## config.mk

```make
export PLATFORM = sky130hd
export DESIGN_NAME = shift_sub_divider_flat
export DESIGN_NICKNAME = d
export VERILOG_FILES = /design/src/rtl/shift_sub_divider_if.sv /design/src/rtl/shift_sub_divider.sv /design/src/flat_wrapper.sv
export SDC_FILE = /design/constraint.sdc
export NUM_CORES = 1
export LEC_CHECK = 0
export CAP_MARGIN = 40
export CORE_MARGIN = 3
export CORE_UTILIZATION = 53
export DETAILED_ROUTE_END_ITERATION = 8
export GPL_TIMING_DRIVEN = 0
export PLACE_DENSITY = 0.79
export RECOVER_POWER = 50
export SETUP_SLACK_MARGIN = 0.1
export SYNTH_ARGS = -nofsm -noshare
export SYNTH_HDL_FRONTEND = slang
export SYNTH_SLANG_ARGS = --single-unit
```

## constraint.sdc

```tcl
create_clock -name clk -period 2.2 [get_ports clk]
set_input_delay 0.44 -clock clk [delete_from_list [all_inputs] [get_ports clk]]
set_output_delay 0.44 -clock clk [all_outputs]
set_load 0.1 [all_outputs]
```

## src/rtl/shift_sub_divider_if.sv

```systemverilog
// Request/result bundle for the shift-subtract divider.
// The requester drives start and operands; the divider returns status and results.
interface shift_sub_divider_if #(
    parameter int N = 8
);
    logic         start;
    logic [N-1:0] dividend;
    logic [N-1:0] divisor;
    logic         busy;
    logic         done;
    logic [N-1:0] quotient;
    logic [N-1:0] remainder;
    logic         div_zero;

    modport master (
        output start, dividend, divisor,
        input  busy, done, quotient, remainder, div_zero
    );

    modport slave (
        input  start, dividend, divisor,
        output busy, done, quotient, remainder, div_zero
    );
endinterface

```

## src/rtl/shift_sub_divider.sv

```systemverilog
// Unsigned restoring divider, one quotient bit per clock.
//
// state | meaning
// IDLE  | waiting for start; results of the last operation held
// CALC  | N restoring iterations, iteration counter counts down to 1
// DONE  | results valid, done pulses for this single cycle
//
// Visible results live in separate output registers so the working
// registers can churn during CALC without disturbing the user view.
module shift_sub_divider #(
    parameter int N = 8
) (
    input  logic                clk,
    input  logic                rst,
    shift_sub_divider_if.slave  bus
);
    localparam int CW = $clog2(N + 1);

    typedef enum logic [1:0] {
        IDLE = 2'd0,
        CALC = 2'd1,
        DONE = 2'd2
    } state_t;

    state_t        state;
    state_t        state_nxt;

    logic [N:0]    rem_r;
    logic [N-1:0]  quo_r;
    logic [N-1:0]  div_r;
    logic [CW-1:0] cnt_r;

    logic [N-1:0]  quo_out;
    logic [N-1:0]  rem_out;
    logic          dz_out;

    logic [N+1:0]  shl;
    logic [N:0]    diff;
    logic          ge;
    logic [N:0]    rem_nxt;
    logic [N-1:0]  quo_nxt;
    logic          last_iter;
    logic          accept;

    assign last_iter = (cnt_r == CW'(1));
    assign accept    = (state == IDLE) && bus.start;

    // One restoring step: shift {R,Q}, trial-subtract D, keep or restore.
    // A set bit shifted out of R means the partial value certainly exceeds D.
    always_comb begin
        shl     = {rem_r, quo_r[N-1]};
        diff    = shl[N:0] - {1'b0, div_r};
        ge      = shl[N+1] | (shl[N:0] >= {1'b0, div_r});
        rem_nxt = ge ? diff : shl[N:0];
        quo_nxt = {quo_r[N-2:0], ge};
    end

    // State register.
    always_ff @(posedge clk) begin
        if (!rst) begin
            state <= IDLE;
        end else begin
            state <= state_nxt;
        end
    end

    // Next-state logic; a zero divisor bypasses CALC entirely.
    always_comb begin
        state_nxt = state;
        case (state)
            IDLE: begin
                if (bus.start) begin
                    state_nxt = (bus.divisor == '0) ? DONE : CALC;
                end
            end
            CALC: begin
                if (last_iter) begin
                    state_nxt = DONE;
                end
            end
            DONE:    state_nxt = IDLE;
            default: state_nxt = IDLE;
        endcase
    end

    // Working registers, iteration counter and user-visible result registers.
    always_ff @(posedge clk) begin
        if (!rst) begin
            rem_r   <= '0;
            quo_r   <= '0;
            div_r   <= '0;
            cnt_r   <= '0;
            quo_out <= '0;
            rem_out <= '0;
            dz_out  <= 1'b0;
        end else if (accept) begin
            if (bus.divisor != '0) begin
                rem_r <= '0;
                quo_r <= bus.dividend;
                div_r <= bus.divisor;
                cnt_r <= CW'(N);
            end else begin
                quo_out <= '1;
                rem_out <= bus.dividend;
                dz_out  <= 1'b1;
            end
        end else if (state == CALC) begin
            rem_r <= rem_nxt;
            quo_r <= quo_nxt;
            cnt_r <= cnt_r - CW'(1);
            if (last_iter) begin
                quo_out <= quo_nxt;
                rem_out <= rem_nxt[N-1:0];
                dz_out  <= 1'b0;
            end
        end
    end

    assign bus.busy      = (state == CALC);
    assign bus.done      = (state == DONE);
    assign bus.quotient  = quo_out;
    assign bus.remainder = rem_out;
    assign bus.div_zero  = dz_out;

endmodule
```

## src/flat_wrapper.sv

```systemverilog
// flat-port wrapper written by rule: the top's interface ports become plain ports
module shift_sub_divider_flat 
#(
    parameter int N = 8
)
  (clk, rst, bus_start, bus_dividend, bus_divisor, bus_busy, bus_done, bus_quotient, bus_remainder, bus_div_zero);
  shift_sub_divider_if #(.N(N)) bus_i ();
  input  logic clk;
  input  logic rst;
  input wire logic [$bits(bus_i.start)-1:0] bus_start;
  input wire logic [$bits(bus_i.dividend)-1:0] bus_dividend;
  input wire logic [$bits(bus_i.divisor)-1:0] bus_divisor;
  output wire logic [$bits(bus_i.busy)-1:0] bus_busy;
  output wire logic [$bits(bus_i.done)-1:0] bus_done;
  output wire logic [$bits(bus_i.quotient)-1:0] bus_quotient;
  output wire logic [$bits(bus_i.remainder)-1:0] bus_remainder;
  output wire logic [$bits(bus_i.div_zero)-1:0] bus_div_zero;
  assign bus_i.start = bus_start;
  assign bus_i.dividend = bus_dividend;
  assign bus_i.divisor = bus_divisor;
  assign bus_busy = bus_i.busy;
  assign bus_done = bus_i.done;
  assign bus_quotient = bus_i.quotient;
  assign bus_remainder = bus_i.remainder;
  assign bus_div_zero = bus_i.div_zero;
  shift_sub_divider #(.N(N)) u_core (.clk(clk), .rst(rst), .bus(bus_i));
endmodule
```

======== Yosys cells after proc, flatten, opt, wreduce, memory -nomap -nowiden ========
Index checks and enable logic that the tools add are counted.
storage, ports and cells
  flip-flop bits (word level) ............. 48
  output and inout bits ................... 19
  input bits .............................. 19
  logic and storage cells ................. 55
cells by class
  equality and inequality tests ........... 7
  add/sub/neg operators ................... 2
  bitwise operators ....................... 1
  reduce and logical (&&, ||, !) cells .... 10
  magnitude comparators ................... 1
  muxes and demuxes ....................... 26
operators by type and width
  operator               count
  $mux W8                11
  $mux W9                4
  $mux W4                3
  $ge A9 B8 Y1           1
  $sub A9 B8 Y9          1
  $logic_not A8 Y1       1
  $reduce_bool A8 Y1     1
  $mux W2                3
  $ne A2 B2 Y1 const B   3
  $reduce_and A2 Y1      3
  $eq A4 B1 Y1 const B   1
  $mux W1                4
  $pmux W2 S2            1
  $reduce_bool A2 Y1     2
  $sub A4 B1 Y4 const B  1
  $reduce_and A3 Y1      1
  $eq A2 B1 Y1 const B   1
  $eq A2 B2 Y1 const B   1
  $logic_not A2 Y1       1
  $ne A2 B1 Y1 const B   1
  $logic_and A1 B1 Y1    1
  $or A1 B1 Y1           1

======== Depth between registers and ports, before layout ========
Gate-level depths: netlist of run 1.
  word-level depth ........................ 6
  mapped depth ............................ 10
  gate-level depth less buffers ........... 9

======== Worst setup path before layout of run 1 ========
OpenSTA, ideal clock, no wires.
  path type ............................... reg-to-output
  from .................................... register u_core.state[1]
  to ...................................... output port bus_done
  buffers on the path ..................... 0
  required time ........................... 1.760 ns
  setup slack ............................. 0.054 ns
  arrival time ............................ 1.706 ns
  cell stages (with the launch flop) ...... 2
  path through ............................ dfxtp_1 nor2b_1
between the ends
  word-level cells in the longest chain between the ends .. 1
ends and longest elaborated chain
  element                   line                      text
  start: declaration        shift_sub_divider.sv:25   state_t state;
  start signal: assignment  shift_sub_divider.sv:63   state <= state_nxt;
  $eq A2 B2 Y1              shift_sub_divider.sv:120  assign bus.done = (state == DONE);
  end: declaration          flat_wrapper.sv:14        output wire logic [$bits(bus_i.done)-1:0] bus_done;
No other way between the ends.

======== Worst setup path after layout of run 1 ========
  from .................................... register u_core.rem_r[3]
  to ...................................... register u_core.rem_r[3]
between the ends
  word-level cells in the longest chain between the ends .. 5
ends and longest elaborated chain
  element                   line                      text
  start: declaration        shift_sub_divider.sv:28   logic [N:0] rem_r;
  start signal: assignment  shift_sub_divider.sv:108  rem_r <= rem_nxt;
  $ge A9 B8 Y1              shift_sub_divider.sv:53   ge = shl[N+1] | (shl[N:0] >= {1'b0, div_r});
  $or A1 B1 Y1              shift_sub_divider.sv:53
  $mux W9                   shift_sub_divider.sv:54   rem_nxt = ge ? diff : shl[N:0];
  $mux W9                   shift_sub_divider.sv:107  end else if (state == CALC) begin
  $mux W9                   shift_sub_divider.sv:96   end else if (accept) begin
No other way between the ends. The select of a mux whose other input is x is not followed.
A chain may end at the register's enable or synchronous reset.

==> results.yml, run 1 <==
synth:
  synth_seq_cells: 48
  ys.flop_type: "dfxtp_1"
  syn_inst: 282
  synth_edf_count: 0
  syn_area_per_cell_um2: 8.43
  yosys.area.top_type: "dfxtp_1"
  syn_area_um2: 2380
  yosysWarnings: 0
  synthTopCellsByArea: "dfxtp_1 40%, nand2_1 7.4%, ha_1 5.3%"
  seq_area_frac_synth: 0.404
  synth.distinct_cells: 48
  synth_top_area_frac: 0.404
  async_flop_share: 0
  synth_fp_nets: 312
die:
  std_cell_rows: 23
  die_y_um: 73.0
  ios: 38
  initial_utilization: 0.569
  core_area_um2: 4170
  die_w_um: 73.0
  dieArea_um2: 5320
drt:
  wirelength_um: 6660
  avgRoutedWirePerCell_um: 16.9
  drt_iter0_drc: 319
  vias: 2336
  avgViaCountPerCell: 5.91
  antenna_left: 0
  route.detailed.drc: 0
  first_pass_iters: 4
placed_design:
  place_area_um2: 3090
  dp.cells: 387
  place_congestion: 0.877
  port-buffer-count: 36
  hpwl_um: 4810
sta:
  relSlewSlack: 0.635
  max_freq_ghz: 0.471
  finalSetupViolCount: 0
  grt_setup_unrepaired: "true"
  fin_hold_ws_ns: 0.456
  tightest_slew_ns: 0.550
  slew_viol_final: 0
  setup_tns_ns: 0
  period_needed_ns: 2.12
  hold_violations: 0
  clock_skew_ns: 0.00824
  fin_crit_sh: 0.965
clocking:
  clkTransAtPathRegs_ns: 0.08
  clk_latency_ns: 0.31
  hold_buffers: 0
  cts-root-buf: "clkbuf_8"
  h-tree-depth: 2
  clock-sinks: 48
  clk_path_buf_depth: 2
  cts_made_buffers: 5
  cts_tree: "yes"
layout:
  final_nets: 375
  n_antenna_cell: 0
  fin_cells: 395
  stdcell_area_um2: 3170
  syn_to_final_growth_pct: 33.3
  fillers: 291
  drive_above_1_share: 0.206
grt:
  grt_pass1_vias: 2305
  antenna_found_initial: 0
  track_usage: 0.259
  grt_start_max_net_pins: 15
  grt_overflow: 0
  grt_first_pass_wirelength_um: 10700
power:
  pwr-share-clk: 0.203
  seqPwrFrac: 0.373
  pwr-share-comb: 0.424
  powerDensity_nw_per_um2: 859
  p_leak_nw: 1.22
  p_sw_mw: 1.01
  ir_drop_mv: 0.537
  swShare: 0.371
  internal-power_mw: 1.71
outcome:
  status: "finished clean"
min_path:
  hp-class: "register to register"
job:
  cap_viol_max_count: 0
worst_setup_path:
  cp.required_ns: 2.38
  path_max_fanout: 10
  endpoint_kind: "register"
  critPathKind: "register to register"
  start_kind: "register"
  cp.arrival_ns: 2.30
## area by class of cell
cell class,instances,area (µm²),share of cell area
buffer,15,81.3,0.0257
inverter,15,58.8,0.0186
tap,50,62.6,0.0197
clock buffer,6,82.6,0.0261
timing repair buffer,56,482,0.152
sequential,48,965,0.305
multi-input combinational,204,1430,0.451
clock inverter,1,8.76,0.00276
## final timing paths
path                                 from                      endpoint  slack, ns  cells past startpoint
min reg2reg  u_core.div_r[2]$_SDFFE_PN0P_  u_core.div_r[2]$_SDFFE_PN0P_       0.46                      2
max reg2reg  u_core.rem_r[3]$_SDFFE_PN0P_  u_core.rem_r[3]$_SDFFE_PN0P_       0.08                      8
max          u_core.rem_r[3]$_SDFFE_PN0P_  u_core.rem_r[3]$_SDFFE_PN0P_       0.08                      8
min          u_core.div_r[2]$_SDFFE_PN0P_  u_core.div_r[2]$_SDFFE_PN0P_       0.46                      2
## stage by stage
stage          setup slack [ns]  utilization  total power, mW
2_1_floorplan             0.301            -             1.77
3_3_place_gp             -0.300        0.671             1.98
3_5_place_dp             -0.294        0.740             2.04
4_1_cts                   0.105        0.770             2.63
5_1_grt                -0.00704        0.759             2.87
6_report                 0.0766        0.759             2.72
## state kept, by name (all words and copies together) (netlist names)
signal / count
u_core.rem_r: 9
u_core.div_r: 8
u_core.bus.remainder: 8
u_core.quo_r: 8
u_core.cnt_r: 4
u_core.state: 2
u_core.bus.div_zero: 1
u_core.bus.quotient: 8
## worst max-delay path: stages, from the launching register on
cell and delay [ns]:
dfxtp_1 0.45, ha_4 0.26, a21oi_1 0.23, nand2_1 0.09, o211ai_2 0.18, and2_4 0.19, buf_6 0.17, mux2i_2 0.28
o21ai_0 0.15
## synth_stat cells (2+ instances only)
cell	number
a22oi_1	5
o31ai_1	2
mux2i_1	4
o221a_2	7
and2_1	2
a21oi_1	19
nor2_1	24
inv_1	12
nand2b_1	5
o21ai_0	11
nor2b_1	3
nand4_1	3
a21o_1	3
inv_2	2
clkbuf_1	8
nor3_1	2
buf_2	3
o31a_1	2
nand3_1	4
dfxtp_1	48
mux2_2	2
nor4_1	3
o211ai_1	7
xnor2_1	6
nand2_1	47
o21ai_1	2
buf_4	2
a31oi_1	4
o21a_1	2
ha_1	10
nor3b_1	3
a311oi_1	9
## what timing repair did
item                       CTS  global route
gates resized for setup     10            24
setup buffers                1             0
pin swaps                    1             1
setup endpoints to repair   14            26
## routing by layer
layer / global-route usage / wire, µm / vias to the layer above
met3: 0.0482 / 442 / 14
met4: 0.0820 / 127 / 0
li1: - / - / 1126
met2: 0.433 / 3230 / 94
met1: 0.337 / 2860 / 1102
met5: 0 / 0 / -
## cells by family (layout without fill, tap and decap cells)
logic type / after synthesis / in the layout / share of synthesized area
AND/OR/NAND/NOR: 102 / 102 / 0.195
adder cells (fa/ha/maj): 11 / 11 / 0.0611
XOR/XNOR: 6 / 6 / 0.0221
flip-flops: 48 / 48 / 0.404
multiplexers: 6 / 6 / 0.0263
AO/OA/AOI/OAI: 79 / 79 / 0.235
buffers and inverters: 30 / 93 / 0.0553
## power by group through the flow
stage	combinational, mW	sequential [mW]	clock (mW)
final	1.16	1.02	0.552
after global routing	1.25	1.02	0.589
after CTS	1.07	1.00	0.553
after detailed placement	1.01	1.02	0
after global placement	0.962	1.02	0
after floorplan	0.690	1.08	0
## cells in the final DEF, fill, tap and decap left out, types with 3 or more instances in the layout
master / n
nand2_1: 47
dfxtp_1: 45
clkdlybuf4s50_1: 35
nor2_1: 23
a21oi_1: 18
inv_1: 12
clkbuf_2: 10
o21ai_0: 10
a311oi_1: 9
buf_2: 9
clkbuf_1: 8
o211ai_1: 7
o221a_2: 7
xnor2_1: 6
ha_4: 6
clkbuf_8: 6
nand2b_1: 5
a22oi_1: 5
nand3_1: 4
a31oi_1: 4
ha_1: 4
nand4_1: 3
a21o_1: 3
buf_4: 3
dfxtp_2: 3
(Power assumes the default switching activity.)
==> inputs of run 2 (changes only) <==
CORE_UTILIZATION = 54   (was 53)
DONT_BUFFER_PORTS = 1   (was not set)
PLACE_DENSITY = 0.69   (was 0.79)
SKIP_CTS_REPAIR_TIMING = 1   (was not set)
==> results.yml, run 2 (same netlist as run 1, synthesis figures left out) <==
outcome:
  status: "finished clean"
sta:
  slew_viol_final: 0
  grt_setup_unrepaired: "true"
  relSlewSlack: 0.343
  period_needed_ns: 2.06
  fin_crit_sh: 0.936
  finalSetupViolCount: 0
  max_freq_ghz: 0.486
  hold_violations: 0
  clock_skew_ns: 0.00443
  setup_tns_ns: 0
  tightest_slew_ns: 0.983
drt:
  wirelength_um: 6220
  antenna_left: 0
  drt_iter0_drc: 123
  first_pass_iters: 4
  route.detailed.drc: 0
  avgRoutedWirePerCell_um: 17.4
  avgViaCountPerCell: 5.99
  vias: 2143
layout:
  n_antenna_cell: 0
  largest_reg_flops: 9
  fillers: 329
  syn_to_final_growth_pct: 23.3
  final_common_cell: "nand2_1"
  largest_register: "u_core.rem_r"
  final_util: 0.712
  fin_cells: 358
  final_nets: 337
  drive_above_1_share: 0.159
  layout_common_cells: "47 x nand2_1, 44 x dfxtp_1, 24 x nor2_1"
min_path:
  hold_path_end: "u_core.div_r[4]$_SDFFE_PN0P_"
  min_from: "bus_divisor[4]"
  min_delay_path_depth: 2
  hp-class: "primary input to register"
clocking:
  clk_latency_ns: 0.30
  h-tree-depth: 2
  cts_tree: "yes"
  cts_made_buffers: 5
  clk_path_buf_depth: 2
  cts-root-buf: "clkbuf_8"
  clock-sinks: 48
  clkTransAtPathRegs_ns: 0.09
die:
  initial_utilization: 0.577
  std_cell_rows: 23
  ios: 38
  die_y_um: 72.3
  core_area_um2: 4120
  die_w_um: 72.3
  dieArea_um2: 5230
grt:
  grt_first_pass_wirelength_um: 9810
  grtUsageMet1: 0.318
  busiest_layer: "met2"
  grt_start_max_net_pins: 17
  track_usage: 0.241
  grt_pass1_vias: 2073
  antenna_found_initial: 0
  met2_usage: 0.394
  grt_overflow: 0
  grtUsageMet3: 0.0485
power:
  p_total_mw: 2.92
  pwr-share-comb: 0.389
  powerDensity_nw_per_um2: 995
  seqPwrFrac: 0.348
  swShare: 0.349
  internal-power_mw: 1.90
  p_leak_nw: 1.38
  pwr-share-clk: 0.264
  p_sw_mw: 1.02
  ir_drop_mv: 0.710
worst_setup_path:
  cp.required_ns: 2.39
  timing.rr.end: "u_core.rem_r[3]$_SDFFE_PN0P_"
  r2r_start: "u_core.div_r[6]$_SDFFE_PN0P_"
  endpoint_kind: "register"
  path_max_fanout: 10
  reg2reg_slack_ns: 0.14
  cp.arrival_ns: 2.25
  critPathKind: "register to register"
  start_kind: "register"
  r2r_cells: 9
job:
  cap_viol_max_count: 0
placed_design:
  dp.cells: 350
  port-buffer-count: 0
  place_congestion: 0.880
  hpwl_um: 4430
==> run 2: cell count changes in the layout (fill, tap and decap cells not counted), moves of 2 or more <==
cell and delta:
clkbuf_2 -9, nor4_2 -2, buf_8 -2, buf_2 -7, ha_4 -2, bufinv_16 +2
clkbuf_4 -2, clkbuf_1 +2, clkdlybuf4s50_1 -35, dlymetal6s2s_1 +17, nor4_1 +2
==> run 2: stage by stage <==
stage	area (µm²)	hold WS, ns	setup slack (ns)
after global placement	2440	0.441	-0.00202
after CTS	2860	0.262	-0.0504
after floorplan	2380	0.427	0.301
after detailed placement	2720	0.447	-0.0393
final	2930	0.257	0.141
after global routing	2930	0.256	0.0767
==> run 2: critical path: stages (launching register included) <==
cell      delay [ns]
dfxtp_1         0.33
inv_1           0.09
ha_4            0.28
a21oi_4         0.15
nand2_1         0.08
o211ai_2        0.26
and2_4          0.23
buf_12          0.15
mux2i_4         0.26
o21ai_0         0.11
==> run 2: worst max-delay path by stage <==
stage	to	slack, ns	start
6_report	u_core.rem_r[3]$_SDFFE_PN0P_	0.14	u_core.div_r[6]$_SDFFE_PN0P_
5_1_grt	u_core.rem_r[3]$_SDFFE_PN0P_	0.08	u_core.div_r[1]$_SDFFE_PN0P_
4_1_cts	u_core.rem_r[3]$_SDFFE_PN0P_	-0.05	u_core.div_r[6]$_SDFFE_PN0P_
3_5_place_dp	u_core.rem_r[3]$_SDFFE_PN0P_	-0.04	u_core.div_r[6]$_SDFFE_PN0P_
3_3_place_gp	u_core.rem_r[3]$_SDFFE_PN0P_	-0.002	u_core.div_r[6]$_SDFFE_PN0P_
2_1_floorplan	u_core.bus.quotient[0]$_SDFFE_PN0P_	0.30	u_core.state[1]$_SDFFE_PN0P_
==> run 2: layout make-up <==
class,count,area [µm²],area share
multi-input cells,204,1400,0.478
flip-flops and latches,48,966,0.330
repair buffers,18,218,0.0743
plain buffers,15,82.6,0.0282
clock buffers,5,68.8,0.0235
clock inverters,3,68.8,0.0235
inverters,15,63.8,0.0218
well taps,50,62.6,0.0213
==> run 2: per-layer routing <==
| metal | wire, µm | share of wire |
|---|---|---|
| met2 | 2820 | 0.45 |
| met3 | 372 | 0.060 |
| met4 | 100 | 0.016 |
| met1 | 2930 | 0.47 |
| met5 | 0 | 0 |
==> run 2: power by group through the flow <==
stage | sequential, mW | combinational (mW) | clock (mW)
floorplan | 1.08 | 0.690 | 0
finish | 1.01 | 1.13 | 0.769
global route | 1.02 | 1.21 | 0.813
detailed placement | 1.03 | 0.952 | 0
global placement | 1.10 | 0.842 | 0
CTS | 1.01 | 0.960 | 0.780
==> inputs of run 3 (changes only) <==
GPL_TIMING_DRIVEN = not set   (was 0)
clock period = 2.4 ns   (was 2.2 ns; I/O delays follow)
==> results.yml, run 3 (same netlist as run 1, synthesis figures left out) <==
sta:
  setup_tns_ns: 0
  period_needed_ns: 2.13
  slew_viol_final: 0
  max_freq_ghz: 0.469
  hold_violations: 0
  finalSetupViolCount: 0
  clock_skew_ns: 0.0121
  relSlewSlack: 0.179
  fin_crit_sh: 0.888
  grt_setup_unrepaired: "false"
  tightest_slew_ns: 1.23
worst_setup_path:
  start_kind: "register"
  critPathKind: "register to register"
  cp.arrival_ns: 2.36
  cp_cell_sequence: "inv_1 -> ha_1 -> o211ai_1 -> a21oi_2 -> o211ai_2 -> and2_4 -> mux2_2 -> o21ai_0"
  endpoint_kind: "register"
  cp_slowest_cell: "ha_1"
  cp.required_ns: 2.63
  path_max_fanout: 7
  slowest_delay_ns: 0.36
layout:
  drive_above_1_share: 0.109
  final_common_cell: "dfxtp_1"
  final_nets: 331
  n_antenna_cell: 0
  largest_reg_flops: 9
  layout_common_cells: "48 x dfxtp_1, 47 x nand2_1, 24 x nor2_1"
  syn_to_final_growth_pct: 10.7
  largest_register: "u_core.rem_r"
  stdcell_area_um2: 2630
drt:
  route.detailed.drc: 0
  drt_iter0_drc: 125
  wirelength_um: 5550
  avgRoutedWirePerCell_um: 15.8
  avgViaCountPerCell: 5.88
  antenna_left: 0
  first_pass_iters: 4
  vias: 2071
power:
  ir_drop_mv: 0.494
  p_leak_nw: 1.00
  powerDensity_nw_per_um2: 903
grt:
  antenna_found_initial: 0
  grt_overflow: 0
  grt_first_pass_wirelength_um: 9230
  track_usage: 0.222
  grt_start_max_net_pins: 27
  grt_pass1_vias: 2021
clocking:
  clkTransAtPathRegs_ns: 0.10
  cts_tree: "yes"
  cts_made_buffers: 5
  cts-root-buf: "clkbuf_8"
  h-tree-depth: 2
  clk_latency_ns: 0.31
  clock-sinks: 48
  clk_path_buf_depth: 2
placed_design:
  place_area_um2: 2570
  port-buffer-count: 0
  place_congestion: 0.803
  hpwl_um: 4020
die:
  die_w_um: 72.3
  core_area_um2: 4120
  ios: 38
  die_y_um: 72.3
  dieArea_um2: 5230
  std_cell_rows: 23
  initial_utilization: 0.577
job:
  cap_viol_max_count: 0
outcome:
  status: "finished clean"
min_path:
  hp-class: "primary input to register"
==> run 3: layout make-up <==
cell class                 instances  area [µm²]
clock buffer                       5        68.8
tap                               50        62.6
timing repair buffer              26         136
sequential                        48         961
clock inverter                     3        47.5
multi-input combinational        205        1300
inverter                          15        56.3
fill                             378        1490
==> run 3: through the flow <==
step                instances  total power, mW  setup WS [ns]  hold WS (ns)  utilization
floorplan                 282             1.62          0.214         0.427            -
global placement          342             1.74          0.335         0.444        0.625
detailed placement        342             1.75          0.282         0.448        0.625
CTS                       350             2.35          0.256         0.294        0.653
global route              352             2.51          0.116         0.289        0.639
finish                    352             2.37          0.270         0.298        0.639
==> run 3: path summary, 6_finish.rpt <==
path                                start                                  end  slack, ns  cells past startpoint
max          u_core.div_r[2]$_SDFFE_PN0P_         u_core.rem_r[1]$_SDFFE_PN0P_       0.27                      8
min                                   rst  u_core.bus.quotient[4]$_SDFFE_PN0P_       0.30                      1
max reg2reg  u_core.div_r[2]$_SDFFE_PN0P_         u_core.rem_r[1]$_SDFFE_PN0P_       0.27                      8
min reg2reg  u_core.div_r[3]$_SDFFE_PN0P_         u_core.div_r[3]$_SDFFE_PN0P_       0.46                      2
==> run 3: worst max-delay path, delay by kind of cell (launching register included) <==
kind	cells	cell delay, ns
flops	1	0.33
fa+ha+maj	1	0.36
mux	1	0.35
compound gates	4	0.71
simple gates	1	0.25
buf+inv	1	0.05
==> run 3: layer usage <==
| layer | track usage | wire, µm |
|---|---|---|
| met1 | 0.305 | 2600 |
| met2 | 0.336 | 2430 |
| met3 | 0.0540 | 428 |
| met4 | 0.0835 | 93 |
| met5 | 0 | 0 |
==> run 3: power breakdown <==
| group | switching [mW] | total [mW] | leakage, nW | internal [mW] |
|---|---|---|---|---|
| sequential | 0.0557 | 0.921 | 0.392 | 0.866 |
| combinational | 0.506 | 0.849 | 0.552 | 0.343 |
| clock | 0.290 | 0.604 | 0.0583 | 0.314 |
| total | 0.851 | 2.37 | 1.00 | 1.52 |
